File: config.mk
export PLATFORM = sky130hd
export DESIGN_NAME = alu_unit
export DESIGN_NICKNAME = d
export VERILOG_FILES = /design/src/rtl/alu_unit.sv
export SDC_FILE = /design/constraint.sdc
export NUM_CORES = 1
export LEC_CHECK = 0
export ABC_AREA = 1
export ABC_CLOCK_PERIOD_IN_PS = 1100
export CAP_MARGIN = 10
export CORE_MARGIN = 1
export CORE_UTILIZATION = 60
export DETAILED_ROUTE_END_ITERATION = 6
export HOLD_SLACK_MARGIN = 0.03
export PLACE_DENSITY = 0.83
export SYNTH_ARGS = -nofsm -noshare
export SYNTH_HDL_FRONTEND = slang
export SYNTH_SLANG_ARGS = --single-unit
File: constraint.sdc
create_clock -name clk -period 1.1 [get_ports clk]
set_input_delay 0.22 -clock clk [delete_from_list [all_inputs] [get_ports clk]]
set_output_delay 0.22 -clock clk [all_outputs]
set_load 0.01 [all_outputs]
File: src/rtl/alu_unit.sv
// RV32I-style integer ALU: logic, shift, add/sub, set-less-than, with operand/result flags.
// Latency: 1 cycle (combinational datapath, all outputs registered); throughput 1 op/cycle.
// Backpressure: none; every rising edge accepts a new operation and retires the previous one.
module alu_unit #(
    parameter int N = 32
) (
    input  logic         clk,
    input  logic         rst_n,
    input  logic [N-1:0] a,
    input  logic [N-1:0] b,
    input  logic [3:0]   op,
    output logic [N-1:0] out,
    output logic         overflow,
    output logic         outputs_zero,
    output logic         inputs_equal
);

    typedef enum logic [3:0] {
        ALU_AND  = 4'b0001,
        ALU_OR   = 4'b0010,
        ALU_XOR  = 4'b0011,
        ALU_SLL  = 4'b0101,
        ALU_SRL  = 4'b0110,
        ALU_SRA  = 4'b0111,
        ALU_ADD  = 4'b1000,
        ALU_SUB  = 4'b1100,
        ALU_SLT  = 4'b1101,
        ALU_SLTU = 4'b1111
    } alu_control_t;

    typedef struct packed {
        logic [N-1:0] res;
        logic         ovf;
        logic         zero;
        logic         eq;
    } alu_rslt_t;

    logic [4:0]   shamt;
    logic [N-1:0] sum_dat;
    logic [N-1:0] diff_dat;
    logic         add_ovf;
    logic         sub_ovf;
    logic         slt_bit;
    logic         sltu_bit;
    alu_rslt_t    nxt_rslt;
    alu_rslt_t    rslt_q;

    assign shamt    = b[4:0];
    assign sum_dat  = a + b;
    assign diff_dat = a - b;
    assign add_ovf  = (a[N-1] == b[N-1]) && (sum_dat[N-1] != a[N-1]);
    assign sub_ovf  = (a[N-1] != b[N-1]) && (diff_dat[N-1] != a[N-1]);
    // Signed compare via the sign bits and the unsigned compare avoids the a-b overflow trap.
    assign sltu_bit = (a < b);
    assign slt_bit  = (a[N-1] != b[N-1]) ? a[N-1] : sltu_bit;

    always_comb begin
        nxt_rslt = '0;
        case (op)
            ALU_AND:  nxt_rslt.res = a & b;
            ALU_OR:   nxt_rslt.res = a | b;
            ALU_XOR:  nxt_rslt.res = a ^ b;
            ALU_SLL:  nxt_rslt.res = a << shamt;
            ALU_SRL:  nxt_rslt.res = a >> shamt;
            ALU_SRA:  nxt_rslt.res = $signed(a) >>> shamt;
            ALU_ADD: begin
                nxt_rslt.res = sum_dat;
                nxt_rslt.ovf = add_ovf;
            end
            ALU_SUB: begin
                nxt_rslt.res = diff_dat;
                nxt_rslt.ovf = sub_ovf;
            end
            ALU_SLT:  nxt_rslt.res = {{(N-1){1'b0}}, slt_bit};
            ALU_SLTU: nxt_rslt.res = {{(N-1){1'b0}}, sltu_bit};
            default:  nxt_rslt.res = '0;
        endcase
        nxt_rslt.zero = (nxt_rslt.res == '0);
        nxt_rslt.eq   = (a == b);
    end

    always_ff @(posedge clk or negedge rst_n) begin
        if (!rst_n) begin
            rslt_q <= '0;
        end else begin
            rslt_q <= nxt_rslt;
        end
    end

    assign out          = rslt_q.res;
    assign overflow     = rslt_q.ovf;
    assign outputs_zero = rslt_q.zero;
    assign inputs_equal = rslt_q.eq;

endmodule

==> impl_metrics.csv, run 1 <==
group,metric,value,unit
cts,cts_inserted_buffers,5,
place,io_buffers,104,
place,dpl_cell_area,16110,um2
yosys,async_flop_share,100.0,%
yosys,yosysSeqAreaShare,7.647,%
outcome,firstError,"[ERROR DPL-0038] Utilization greater than 100%, impossible to legalize",
cts,htree_levels,2,
yosys,yosys_warnings,0,
die,die_w,140.2,um
yosys,syn_inst,2173,
yosys,ys_ff_latch,35,
cts,clockBufferDepth,2,
cts,ctsResizeCount,1143,
yosys,syn_nets,2349,
outcome,status,"aborted with a tool error",
yosys,avgSynthCellArea,5.271,um2
die,initial_core_util,61.23,%
place,placedCellCount,2883,
place,gp_congestion,1.342,
place,hpwl,50930,um
yosys,yosysUniqueCellTypes,51,
cts,post_cts_buffers,131,
die,die_height,140.2,um
yosys,synth_edf_count,0,
cts,clock_sinks,35,
yosys,synth_flop_cell,"dfrtp_1",
die,num_rows,50,
outcome,lastStage,"clock tree synthesis (4_1_cts)",
cts,root_buffer,"clkbuf_16",
yosys,netlist_area,11450,um2
die,num_io_pins,105,
cts,postCtsHoldBufs,0,
## logic make-up after synthesis
| kind of cell | count (synthesis) | synth area share [%] |
|---|---|---|
| simple gates | 1412 | 54.41 |
| fa+ha+maj | 106 | 11.71 |
| buf+inv | 416 | 15.68 |
| flops | 35 | 7.647 |
| xor+xnor | 2 | 0.1530 |
| compound gates | 202 | 10.40 |
## through the flow
step / setup slack (ps) / hold slack, ps
2_1_floorplan: -1009 / -75.59
3_3_place_gp: -2157 / 603.0
3_5_place_dp: -2378 / 634.0
## synth_stat cells (2+ instances only)
library cell / count / share of area (%)
nand2_1: 688 / 23
nand3_1: 446 / 19
inv_1: 305 / 10
nor2_1: 160 / 5.2
ha_1: 104 / 11
a21oi_1: 72 / 3.1
o21ai_0: 46 / 2.0
dfrtp_1: 35 / 7.6
buf_2: 34 / 1.5
nand4_1: 27 / 1.5
o22ai_1: 23 / 1.3
buf_4: 20 / 1.3
clkbuf_1: 19 / 0.62
nand2_2: 18 / 0.98
nor2_2: 18 / 0.98
nor3_1: 17 / 0.74
o211ai_1: 15 / 0.98
inv_2: 14 / 0.46
o21ai_1: 13 / 0.57
buf_6: 12 / 1.2
and2_1: 11 / 0.60
o21bai_1: 9 / 0.59
nand3_2: 8 / 0.70
buf_1: 6 / 0.20
nor3_2: 5 / 0.44
nand3b_1: 4 / 0.26
o21a_1: 4 / 0.26
o21ai_2: 4 / 0.31
a21oi_2: 3 / 0.23
nand2_4: 3 / 0.29
o221ai_1: 3 / 0.23
buf_8: 2 / 0.26
clkinv_1: 2 / 0.066
fa_1: 2 / 0.35
nor2_4: 2 / 0.20
nor4_1: 2 / 0.11
o22ai_2: 2 / 0.22
xor2_1: 2 / 0.15
==> run 2, diff against run 1 <==
Settings changed: CORE_UTILIZATION 60 to 40, HOLD_SLACK_MARGIN 0.03 to unset, PLACE_DENSITY 0.83 to unset, PLACE_DENSITY_LB_ADDON set to 0.15.
==> impl_metrics.csv, run 2 <==
group,metric,value,unit
yosys,synth_commonest_cells,"nand2_1, nand3_1, inv_1, nor2_1, ha_1",
drt,drt_iter0_drc,3043,
setup_path,critPathTopFamily,"simple AND/OR/NAND/NOR gates",
layout,final_cell_mix,"buf_4, nand2_1, nand3_1, nand2_2",
yosys,netlist_area,11450,um2
die,die_area,29310,um2
yosys,avgSynthCellArea,5.271,um2
sta,drv_slew,0,
power,p_switching,0.007874,W
layout,largest_reg_flops,32,
outcome,violations,"design-rule violations, negative setup slack",
sta,postLayoutSetupSlackWorst,-1633,ps
yosys,synth_fa_ha_area_share,11.71,%
die,die_w,171.2,um
global_routing,overflow,0,
layout,nets,3091,
yosys,synth_flop_cell,"dfrtp_1",
sta,finalSetupViolations,35,
global_routing,grt_pass1_wl,109800,um
sta,maxSlewHeadroom,63.41,%
drt,vias,20376,
place,dpl_cell_area,17040,um2
drt,first_pass_iters,7,
setup_path,path_max_fanout,8,
sta,finalCriticalPeriod,2733,ps
flow_run,maxCapViolCount,0,
cts,htree_levels,2,
power,seq_power_share,9.4,%
setup_path,worstSetupStartpointType,"primary input",
setup_path,cpPeakStageDelay,450,ps
place,pre_cts_ws,-2341,ps
place,gp_congestion,1.054,
setup_path,crit_path_top_delay_cell,"nand4_1",
layout,layout_commonest_cell,"buf_4",
outcome,status,"complete, but fails checks",
power,power_density,679.8,nW/um2
yosys,synth_xor_area_share,0.1529,%
global_routing,grt_pass1_vias,18917,
cts,root_buffer,"clkbuf_16",
drt,drc_errors,12,
drt,ant_nets,0,
place,io_buffers,104,
yosys,synth.top_cell.area_share,22.55,%
die,num_io_pins,105,
yosys,yosysSeqAreaShare,7.647,%
setup_path,end_kind,"flip-flop",
layout,fillers,1766,
yosys,yosysTopAreaCell,"nand2_1",
layout,drive_gt1_share,60.01,%
power,irDropWorstVdd,667.2,uV
yosys,yosysUniqueCellTypes,51,
setup_path,worst-path-buf-inv,5,
cts,cts_tree,"built",
yosys,synth_top_family_by_area,"simple AND/OR/NAND/NOR gates",
sta,max_freq,0.3659,GHz
die,die_height,171.2,um
setup_path,path_class,"primary input to flip-flop",
sta,timing.final.crit_share,248.4,%
die,core_area,28010,um2
layout,stdcell_count,3295,
place,placedCellCount,3129,
sta,final-hold-violation-count,0,
yosys,yosysMostFrequentCell,"nand2_1",
power,p_int,0.007840,W
yosys,synth-compound-area-share,10.40,%
yosys,async_flop_share,100.0,%
yosys,syn_nets,2349,
sta,rsz0062_at_grt,"true",
cts,clockBufferDepth,2,
layout,regArea,875.8,um2
yosys,ys_ff_latch,35,
global_routing,antenna_found_initial,3,
sta,hold-worst-slack,447.2,ps
yosys,synthTopCellsByArea,"nand2_1, nand3_1, ha_1",
power,p_comb_share,80.1,%
yosys,yosys_warnings,0,
power,p_clk_share,10.5,%
cts,clock_sinks,35,
drt,wl_per_cell,25.66,um
layout,area_delta_synth_final,101.8,%
layout,final_area,23110,um2
cts,cts.clk_slew.worst_paths,60,ps
yosys,muxShareOfSynthArea,0,%
setup_path,crit_required,1330,ps
drt,vias_per_cell,6.184,
cts,cts_inserted_buffers,5,
drt,drt_wl_total,84540,um
die,initial_core_util,40.89,%
layout,multiInputGateArea,12920,um2
setup_path,worstPathArrival,2960,ps
power,p_sw_share,50.11,%
global_routing,track_usage,50.73,%
yosys,synth-simple-area-share,54.41,%
sta,worstMarginPinSlew,547.2,ps
setup_path,worstPathCellList,"buf_8, inv_6, ha_4, inv_2, nand2_2, nand2_2, inv_2, nand3_4, buf_6, nand2_4, nand4_1, nand3_2, nand3_4, a21oi_4, nand2_1, nor2_2, nand3_2, nor2_2",
place,hpwl,55860,um
global_routing,grt_max_degree,58,
yosys,syn_inst,2173,
die,num_rows,61,
yosys,synth_edf_count,0,
worst_hold_path,hold_path_class,"primary input to async pin",
power,p_leak,12.02,nW
[run 2: worst max path at each step]
stage / startpoint / to / slack (ps) / depth (start not counted)
2_1_floorplan: b[2] / outputs_zero$_DFF_PN0_ / -1010 / 22
3_5_place_dp: a[11] / outputs_zero$_DFF_PN0_ / -2340 / 21
4_1_cts: a[0] / outputs_zero$_DFF_PN0_ / -1190 / 19
5_1_grt: b[4] / outputs_zero$_DFF_PN0_ / -1590 / 18
3_3_place_gp: a[11] / outputs_zero$_DFF_PN0_ / -2300 / 21
6_report: b[4] / outputs_zero$_DFF_PN0_ / -1630 / 18
[run 2: routing by layer]
metal  part of all wire (%)  GRT usage [%]  vias to the layer above
li1                       -              -                     8524
met1                     33          59.19                     9340
met2                     41          81.02                     1810
met3                     15          12.84                      696
met4                     10          36.06                        6
met5                   0.16              0                        -
[run 2: area by class of cell]
type | count | share of cell area [%]
multi-input combinational | 1722 | 55.89
timing repair buffer | 829 | 31.55
inverter | 322 | 5.981
sequential | 35 | 3.789
tap | 378 | 2.046
clock buffer | 5 | 0.5413
clock inverter | 3 | 0.1895
antenna | 1 | 0.01083
[run 2: kinds of logic (layout without fill, tap and decap cells)]
group | count (synthesis) | after routing
compound gates | 202 | 202
fa+ha+maj | 106 | 106
simple gates | 1412 | 1412
other cells | 0 | 1
flops | 35 | 35
xor+xnor | 2 | 2
buf+inv | 416 | 1159
[run 2: repair_timing]
item / CTS / global route
hold endpoints to repair: 35 / 0
endpoints found under the setup margin: 70 / 54
gates cloned: 4 / 0
buffers inserted: 132 / 58
pin swaps: 306 / 260
hold buffers: 1 / 0
gates resized for setup: 1325 / 418
[run 2: power by group through the flow]
stage	sequential [W]	combinational [W]	clock (W)
CTS	0.00147	0.0106	0.00166
finish	0.00148	0.0126	0.00165
global placement	0.00149	0.00807	0
global route	0.00148	0.0130	0.00170
floorplan	0.00157	0.00375	0
detailed placement	0.00149	0.00814	0
[run 2: per-stage QoR]
step | TNS (ps) | util (%) | total power (W)
2_1_floorplan | -23300 | - | 0.005315
3_3_place_gp | -63270 | 60.82 | 0.009556
3_5_place_dp | -63660 | 60.82 | 0.009637
4_1_cts | -27930 | 76.86 | 0.01369
5_1_grt | -35290 | 82.51 | 0.01617
6_report | -34340 | 82.52 | 0.01571
Note: power is estimated with default switching activity, not from simulation.
